[config.mk]
export PLATFORM = sky130hd
export DESIGN_NAME = predecode_queue
export DESIGN_NICKNAME = d
export VERILOG_FILES = /design/src/rtl/predecode_queue_pkg.sv /design/src/rtl/predecode_queue_lane.sv /design/src/rtl/predecode_queue.sv
export SDC_FILE = /design/constraint.sdc
export NUM_CORES = 2
export LEC_CHECK = 0
export ABC_CLOCK_PERIOD_IN_PS = 3900
export CORE_MARGIN = 5
export CORE_UTILIZATION = 55
export DETAILED_ROUTE_END_ITERATION = 16
export HOLD_SLACK_MARGIN = 0.05
export PLACE_DENSITY = 0.75
export SYNTH_ARGS = -nofsm -noshare
export SYNTH_HDL_FRONTEND = slang
export SYNTH_SLANG_ARGS = --single-unit
[constraint.sdc]
create_clock -name clk -period 3.9 [get_ports clk]
set_input_delay 0.78 -clock clk [delete_from_list [all_inputs] [get_ports clk]]
set_output_delay 0.78 -clock clk [all_outputs]
set_load 0.02 [all_outputs]
[src/rtl/predecode_queue_pkg.sv]
`default_nettype none
// ============================================================================
//  Module      : predecode_queue_pkg
//  Description : Shared RV32I opcode/funct3 constants, branch/LSU op types
//                and the pre-decode record carried by each queue entry.
//  Revision    : 1.0 - initial release
// ============================================================================
package predecode_queue_pkg;

    // RV32I major opcodes
    localparam logic [6:0] opcode_lui      = 7'b0110111;
    localparam logic [6:0] opcode_auipc    = 7'b0010111;
    localparam logic [6:0] opcode_jal      = 7'b1101111;
    localparam logic [6:0] opcode_jalr     = 7'b1100111;
    localparam logic [6:0] opcode_branch   = 7'b1100011;
    localparam logic [6:0] opcode_load     = 7'b0000011;
    localparam logic [6:0] opcode_store    = 7'b0100011;
    localparam logic [6:0] opcode_op_imm   = 7'b0010011;
    localparam logic [6:0] opcode_op       = 7'b0110011;
    localparam logic [6:0] opcode_misc_mem = 7'b0001111;
    localparam logic [6:0] opcode_system   = 7'b1110011;

    // funct3 encodings
    localparam logic [2:0] funct3_beq     = 3'b000;
    localparam logic [2:0] funct3_bne     = 3'b001;
    localparam logic [2:0] funct3_blt     = 3'b100;
    localparam logic [2:0] funct3_bge     = 3'b101;
    localparam logic [2:0] funct3_bltu    = 3'b110;
    localparam logic [2:0] funct3_bgeu    = 3'b111;
    localparam logic [2:0] funct3_lb_sb   = 3'b000;
    localparam logic [2:0] funct3_lh_sh   = 3'b001;
    localparam logic [2:0] funct3_lw_sw   = 3'b010;
    localparam logic [2:0] funct3_lbu     = 3'b100;
    localparam logic [2:0] funct3_lhu     = 3'b101;
    localparam logic [2:0] funct3_fence_i = 3'b001;

    typedef enum logic [2:0] {
        BCU_NONE = 3'd0,
        BCU_BEQ  = 3'd1,
        BCU_BNE  = 3'd2,
        BCU_BLT  = 3'd3,
        BCU_BGE  = 3'd4,
        BCU_BLTU = 3'd5,
        BCU_BGEU = 3'd6
    } bcu_op_type;

    typedef enum logic [3:0] {
        LSU_NONE = 4'd0,
        LSU_LB   = 4'd1,
        LSU_LH   = 4'd2,
        LSU_LW   = 4'd3,
        LSU_LBU  = 4'd4,
        LSU_LHU  = 4'd5,
        LSU_SB   = 4'd6,
        LSU_SH   = 4'd7,
        LSU_SW   = 4'd8
    } lsu_op_type;

    typedef struct packed {
        logic [31:0] imm;
        logic        wren;
        logic        rden1;
        logic        rden2;
        logic        lui;
        logic        auipc;
        logic        jal;
        logic        jalr;
        logic        branch;
        logic        load;
        logic        store;
        logic        alu;
        logic        system;
        logic        fence_i;
        bcu_op_type  bcu_op;
        lsu_op_type  lsu_op;
        logic        illegal;
    } pdq_info_t;

    // Branch comparison selected by funct3; reserved encodings map to NONE
    function automatic bcu_op_type init_bcu_op(input logic [2:0] funct3);
        case (funct3)
            funct3_beq:  return BCU_BEQ;
            funct3_bne:  return BCU_BNE;
            funct3_blt:  return BCU_BLT;
            funct3_bge:  return BCU_BGE;
            funct3_bltu: return BCU_BLTU;
            funct3_bgeu: return BCU_BGEU;
            default:     return BCU_NONE;
        endcase
    endfunction

    // Memory access size/sign selected by funct3; reserved encodings map to NONE
    function automatic lsu_op_type init_lsu_op(input logic is_store, input logic [2:0] funct3);
        if (is_store) begin
            case (funct3)
                funct3_lb_sb: return LSU_SB;
                funct3_lh_sh: return LSU_SH;
                funct3_lw_sw: return LSU_SW;
                default:      return LSU_NONE;
            endcase
        end
        case (funct3)
            funct3_lb_sb: return LSU_LB;
            funct3_lh_sh: return LSU_LH;
            funct3_lw_sw: return LSU_LW;
            funct3_lbu:   return LSU_LBU;
            funct3_lhu:   return LSU_LHU;
            default:      return LSU_NONE;
        endcase
    endfunction

endpackage
`default_nettype wire

[src/rtl/predecode_queue_lane.sv]
`default_nettype none
// ============================================================================
//  Module      : predecode_lane
//  Description : Combinational RV32I pre-decoder for one fetch lane; produces
//                the pre-decode record and the early pc+imm target.
//  Revision    : 1.0 - initial release
// ============================================================================
module predecode_lane
    import predecode_queue_pkg::*;
#(
    parameter int PCW = 32
) (
    input  logic [31:0]    instr,
    input  logic [PCW-1:0] pc,
    output pdq_info_t      info,
    output logic [PCW-1:0] target
);

    logic [6:0]  w_opcode;
    logic [2:0]  w_funct3;
    logic        w_rd_nz;
    logic [31:0] w_imm_i;
    logic [31:0] w_imm_s;
    logic [31:0] w_imm_b;
    logic [31:0] w_imm_j;
    logic [31:0] w_imm_u;

    assign w_opcode = instr[6:0];
    assign w_funct3 = instr[14:12];
    assign w_rd_nz  = (instr[11:7] != 5'd0);
    assign w_imm_i  = {{20{instr[31]}}, instr[31:20]};
    assign w_imm_s  = {{20{instr[31]}}, instr[31:25], instr[11:7]};
    assign w_imm_b  = {{19{instr[31]}}, instr[31], instr[7], instr[30:25], instr[11:8], 1'b0};
    assign w_imm_j  = {{11{instr[31]}}, instr[31], instr[19:12], instr[20], instr[30:21], 1'b0};
    assign w_imm_u  = {instr[31:12], 12'd0};

    // Opcode classification, immediate selection and legality
    always_comb begin
        info = '0;
        case (w_opcode)
            opcode_lui: begin
                info.lui  = 1'b1;
                info.imm  = w_imm_u;
                info.wren = w_rd_nz;
            end
            opcode_auipc: begin
                info.auipc = 1'b1;
                info.imm   = w_imm_u;
                info.wren  = w_rd_nz;
            end
            opcode_jal: begin
                info.jal  = 1'b1;
                info.imm  = w_imm_j;
                info.wren = w_rd_nz;
            end
            opcode_jalr: begin
                info.jalr  = 1'b1;
                info.imm   = w_imm_i;
                info.wren  = w_rd_nz;
                info.rden1 = 1'b1;
            end
            opcode_branch: begin
                info.branch  = 1'b1;
                info.imm     = w_imm_b;
                info.rden1   = 1'b1;
                info.rden2   = 1'b1;
                info.bcu_op  = init_bcu_op(w_funct3);
                info.illegal = (w_funct3 == 3'b010) || (w_funct3 == 3'b011);
            end
            opcode_load: begin
                info.load    = 1'b1;
                info.imm     = w_imm_i;
                info.wren    = w_rd_nz;
                info.rden1   = 1'b1;
                info.lsu_op  = init_lsu_op(1'b0, w_funct3);
                info.illegal = (w_funct3 == 3'b011) || (w_funct3 == 3'b110) ||
                               (w_funct3 == 3'b111);
            end
            opcode_store: begin
                info.store   = 1'b1;
                info.imm     = w_imm_s;
                info.rden1   = 1'b1;
                info.rden2   = 1'b1;
                info.lsu_op  = init_lsu_op(1'b1, w_funct3);
                info.illegal = (w_funct3 >= 3'b011);
            end
            opcode_op_imm: begin
                info.alu   = 1'b1;
                info.imm   = w_imm_i;
                info.wren  = w_rd_nz;
                info.rden1 = 1'b1;
            end
            opcode_op: begin
                info.alu   = 1'b1;
                info.wren  = w_rd_nz;
                info.rden1 = 1'b1;
                info.rden2 = 1'b1;
            end
            opcode_misc_mem: begin
                // Plain fence carries no flags; only fence.i is distinguished
                info.imm     = w_imm_i;
                info.fence_i = (w_funct3 == funct3_fence_i);
            end
            opcode_system: begin
                info.system = 1'b1;
                info.imm    = w_imm_i;
            end
            default: info.illegal = 1'b1;
        endcase
        // Compressed/non-32-bit encodings are never valid here
        if (instr[1:0] != 2'b11) begin
            info.illegal = 1'b1;
        end
    end

    assign target = pc + PCW'($signed(info.imm));

endmodule
`default_nettype wire

[src/rtl/predecode_queue.sv]
`default_nettype none
// ============================================================================
//  Module      : predecode_queue
//  Description : Multi-lane RV32I pre-decode with an elastic circular queue
//                between fetch and decode; valid lanes are compacted in order.
//  Revision    : 1.0 - initial release
// ============================================================================
module predecode_queue
    import predecode_queue_pkg::*;
#(
    parameter int LANES = 2,
    parameter int DEPTH = 8,
    parameter int PCW   = 32
) (
    input  logic                   clk,
    input  logic                   rst_n,
    input  logic                   flush,
    input  logic                   in_valid,
    output logic                   in_ready,
    input  logic [LANES-1:0]       in_mask,
    input  logic [PCW-1:0]         in_pc,
    input  logic [32*LANES-1:0]    in_instr,
    output logic                   out_valid,
    input  logic                   out_ready,
    output logic [PCW-1:0]         out_pc,
    output logic [31:0]            out_instr,
    output pdq_info_t              out_info,
    output logic [PCW-1:0]         out_target,
    output logic [$clog2(DEPTH):0] count
);

    localparam int AW = $clog2(DEPTH);
    localparam int CW = AW + 1;

    logic [PCW-1:0] w_lane_pc     [LANES];
    logic [31:0]    w_lane_instr  [LANES];
    pdq_info_t      w_lane_info   [LANES];
    logic [PCW-1:0] w_lane_target [LANES];
    logic [AW-1:0]  w_waddr       [LANES];
    logic [CW-1:0]  w_push_cnt;
    logic [CW-1:0]  w_free;
    logic           w_push;
    logic           w_pop;

    logic [PCW-1:0] r_pc_mem     [DEPTH];
    logic [31:0]    r_instr_mem  [DEPTH];
    pdq_info_t      r_info_mem   [DEPTH];
    logic [PCW-1:0] r_target_mem [DEPTH];
    logic [AW-1:0]  r_rptr;
    logic [AW-1:0]  r_wptr;
    logic [CW-1:0]  r_count;

    generate
        for (genvar k = 0; k < LANES; k++) begin : g_lane
            assign w_lane_pc[k]    = in_pc + PCW'(4 * k);
            assign w_lane_instr[k] = in_instr[32*k +: 32];
            predecode_lane #(
                .PCW (PCW)
            ) u_lane (
                .instr  (w_lane_instr[k]),
                .pc     (w_lane_pc[k]),
                .info   (w_lane_info[k]),
                .target (w_lane_target[k])
            );
        end
    endgenerate

    // Prefix popcount of the mask gives each set lane its slot after wptr
    always_comb begin : p_compact
        logic [CW-1:0] acc;
        acc = '0;
        for (int k = 0; k < LANES; k++) begin
            w_waddr[k] = r_wptr + acc[AW-1:0];
            acc        = acc + CW'(in_mask[k]);
        end
        w_push_cnt = acc;
    end

    // Admission uses the current occupancy only; a same-cycle pop gives no credit
    assign w_free    = CW'(DEPTH) - r_count;
    assign in_ready  = (w_free >= CW'(LANES));
    assign out_valid = (r_count != '0);
    assign w_push    = in_valid & in_ready & ~flush;
    assign w_pop     = out_valid & out_ready & ~flush;

    // Entry storage: set lanes written to consecutive slots; flush leaves contents
    always_ff @(posedge clk or negedge rst_n) begin
        if (!rst_n) begin
            for (int i = 0; i < DEPTH; i++) begin
                r_pc_mem[i]     <= '0;
                r_instr_mem[i]  <= '0;
                r_info_mem[i]   <= '0;
                r_target_mem[i] <= '0;
            end
        end else begin
            for (int k = 0; k < LANES; k++) begin
                if (w_push && in_mask[k]) begin
                    r_pc_mem[w_waddr[k]]     <= w_lane_pc[k];
                    r_instr_mem[w_waddr[k]]  <= w_lane_instr[k];
                    r_info_mem[w_waddr[k]]   <= w_lane_info[k];
                    r_target_mem[w_waddr[k]] <= w_lane_target[k];
                end
            end
        end
    end

    // Pointers and occupancy; flush overrides any same-cycle push or pop
    always_ff @(posedge clk or negedge rst_n) begin
        if (!rst_n) begin
            r_rptr  <= '0;
            r_wptr  <= '0;
            r_count <= '0;
        end else if (flush) begin
            r_rptr  <= '0;
            r_wptr  <= '0;
            r_count <= '0;
        end else begin
            if (w_push) begin
                r_wptr <= r_wptr + w_push_cnt[AW-1:0];
            end
            if (w_pop) begin
                r_rptr <= r_rptr + AW'(1);
            end
            r_count <= r_count + (w_push ? w_push_cnt : '0) - CW'(w_pop);
        end
    end

    assign out_pc     = r_pc_mem[r_rptr];
    assign out_instr  = r_instr_mem[r_rptr];
    assign out_info   = r_info_mem[r_rptr];
    assign out_target = r_target_mem[r_rptr];
    assign count      = r_count;

endmodule
`default_nettype wire
==> results_dict.tcl <==
set metrics [dict create \
    totalWireLength_mm 283 \
    synth_xor_area_share_pct 1.25 \
    grt_first_pass_wirelength_mm 420 \
    cts-root-buf "clkbuf_16" \
    viasPerCell 6.96 \
    min_path_type "reg -> reg" \
    crit_type "reg -> out" \
    synth_top_cells_by_area "dfrtp_1, mux4_2, nand2_1, nor2_1, a31oi_1" \
    slew_headroom_pct 22.5 \
    start_kind "register" \
    grt_overflow 0 \
    multi_input_area_um2 36800 \
    grt_most_used_layer "met2" \
    ant_nets 0 \
    clkSlewWorstSetupHoldPaths_ps 60 \
    crit_path_max_fanout 18 \
    drc_errors 0 \
    n_fill_cell 9103 \
    slowest_stage "mux4_2" \
    grt_pass1_vias 67200 \
    ff_latch_area_um2 30100 \
    syn_inst 7480 \
    synthFlopType "dfrtp_1" \
    routedWlPerCell_um 29.0 \
    port_buffers 257 \
    synth_top_family_by_area "compound AO/OA/AOI/OAI gates" \
    finalClockSkew_ps 45.0 \
    synth_most_common_cell "nand2_1" \
    outcome "finished clean" \
    rsz0062_at_grt "yes" \
    period_needed_ps 3880 \
    clock-sinks 1202 \
    endpoint_kind "primary output" \
    critPathArrivalTime_ps 3100 \
    synth_top_cell_by_area "dfrtp_1" \
    met1_usage_pct 54.1 \
    worstMarginPinSlew_ps 1160 \
    grt_max_degree 128 \
    whs_ps 489 \
    ir_drop_v 0.000567 \
    path_delay_family "buffers and inverters" \
    firstDrtPassIters 10 \
    drive_gt1_share_pct 24.5 \
    avgSynthCellArea_um2 9.09 \
    cts_tree "yes" \
    core_um2 123000 \
    async_flop_share_pct 100 \
    synthAdderAreaFrac_pct 1.52 \
    drtIter0Drc 11400 \
    critPathBufInv 4 \
    syn_area_um2 68000 \
    cts_max_level 4 \
    tns_ps 0 \
    synthTopCellsByCount "nand2_1, dfrtp_1, nor2_1" \
    fmax_ghz 0.258 \
    grt.total_usage_pct 42.2 \
    leakage_nw 36.6 \
    die_h_um 362 \
    area_growth_pct 24.8 \
    muxShareOfSynthArea_pct 12.8 \
    grt_use_met3_pct 15.5 \
    finalSetupViolations 0 \
    antenna_found_initial 21 \
    p_per_area_nw_per_um2 625 \
    ioPinCount 258 \
    place_hpwl_mm 184 \
    place_congestion 1.04 \
    max_cap_viol_count 0 \
    worstPathRequired_ps 3120 \
    cts_max_path_buffers 3 \
    yosysSeqAreaShare_pct 44.2 \
    period_share_pct 99.4 \
    insertion_delay_ps 790 \
    die_w_um 362 \
    slew_viol_final 0 \
    slowest_delay_ps 530 \
    synth_compound_gate_area_share_pct 19.7 \
    fp-row-count 129 \
    synth_edf_count 0 \
    synth_simple_gate_area_share_pct 15.6 \
    yosysWarnings 0 \
    mappedNetlistNets 7663 \
    initial_utilization_pct 55.1 \
    use_met2_pct 60.1 \
    numCtsBuffers 134 \
    ys_ff_latch 1202 \
    die_area_um2 131000 \
    synth_top_area_share_pct 44.2 \
    nets 8213 \
    crit_chain "buf_6 -> buf_16 -> buf_12 -> mux4_2 -> mux2_2 -> dlygate4sd2_1" \
    finalHoldViolCount 0 \
    routed-via-count 68000 \
    ys_types 85 \
]
## metrics by stage
step                      instances  power, mW  setup WS [ps]  util [%]  cell area (um^2)
after global routing           9769       55.1          -89.6      68.8             84800
final                          9777       53.0           24.0      68.8             84800
after detailed placement       9474       39.6          -1450      63.9             78800
after floorplan                7480       31.2           -308         -             69200
after global placement         9474       38.9          -1270      63.9             78800
after CTS                      9744       52.3           -202      68.0             83900
## per-layer routing
| metal | vias up | wire [um] |
|---|---|---|
| met2 | 5949 | 119000 |
| met5 | - | 109 |
| met1 | 33000 | 97700 |
| li1 | 27700 | - |
| met4 | 18 | 22100 |
| met3 | 1327 | 44400 |
## worst register-to-register path, cell delays in order, from the launching register on
cell,delay [ps]
dfrtp_1,420
inv_1,90
ha_1,220
nand2b_1,140
o21ai_1,70
a2bb2oi_1,140
o311ai_4,700
buf_4,310
or3_4,200
buf_4,750
o211ai_1,310
o21ai_0,140
## registers in the layout, summed over array words and instances (netlist names)
name          count
r_instr_mem     256
count             4
r_info_mem      424
r_wptr            3
r_target_mem    256
r_pc_mem        256
r_rptr            3
## cell usage in the layout (no fill, tap or decap), types with 26 or more instances in the layout
master / Yosys / routed
a211oi_1: 250 / 232
a21oi_1: 532 / 496
a21oi_2: 12 / 27
a22oi_1: 48 / 29
a31oi_1: 460 / 457
and3_1: 41 / 33
buf_12: 0 / 137
buf_4: 6 / 714
buf_6: 1 / 33
clkbuf_1: 516 / 27
clkbuf_16: 0 / 137
clkbuf_8: 0 / 29
clkdlybuf4s50_1: 0 / 82
dfrtp_1: 1202 / 1199
dlygate4sd2_1: 0 / 132
ha_1: 76 / 47
ha_4: 0 / 26
inv_1: 102 / 93
mux2_2: 166 / 160
mux4_2: 298 / 298
nand2_1: 1523 / 1510
nand3_1: 44 / 31
nor2_1: 869 / 845
o211ai_1: 239 / 239
o21ai_0: 401 / 383
o21ai_1: 30 / 36
o221a_2: 41 / 41
xnor2_1: 50 / 29
xor2_1: 42 / 29
## logic make-up (layout without fill, tap and decap cells)
kind of cell             after synthesis  count (layout)
XOR/XNOR                              94              94
multiplexers                         473             473
AND/OR/NAND/NOR                     2645            2646
other                                  0              12
adder cells (fa/ha/maj)               80              80
buffers and inverters                844            1491
flip-flops                          1202            1202
AO/OA/AOI/OAI                       2142            2142
## layout make-up
class	instances	area share, %
Multi-Input combinational cell	5435	43.3
Antenna cell	12	0.0354
Sequential cell	1202	35.5
Clock inverter	41	0.609
Tap cell	1637	2.41
Inverter	103	0.459
Timing Repair Buffer	1154	13.1
Clock buffer	193	4.63
## repair_timing
item                                   in CTS  in global routing
hold buffers                                1                  0
pin swaps                                  66                 79
setup endpoints to repair                 319                186
setup buffers                              31                 26
endpoints found under the hold margin      37                  0
cloned                                      5                  0
resized for setup                         323                191
## report_power, final
group	leakage [nW]	switching [mW]	internal, mW
registers	15.8	2.46	16.6
logic	18.5	11.1	9.90
clock network	2.19	5.45	7.60
## final timing paths
kind / start / to / slack (ps) / depth (start not counted)
setup reg to reg: count[0]$_DFF_PN0_ / r_info_mem[234]$_DFF_PN0_ / 330 / 11
hold / removal: r_pc_mem[193]$_DFF_PN0_ / r_pc_mem[193]$_DFF_PN0_ / 490 / 2
setup / recovery: r_rptr[0]$_DFFE_PN0P_ / out_info[48] / 20 / 6
max in group asynchronous: rst_n / r_wptr[1]$_DFFE_PN0P_ / 2100 / 5
hold reg to reg: r_pc_mem[193]$_DFF_PN0_ / r_pc_mem[193]$_DFF_PN0_ / 490 / 2
min in group asynchronous: rst_n / r_target_mem[88]$_DFF_PN0_ / 630 / 2
(Power assumes the default switching activity.)
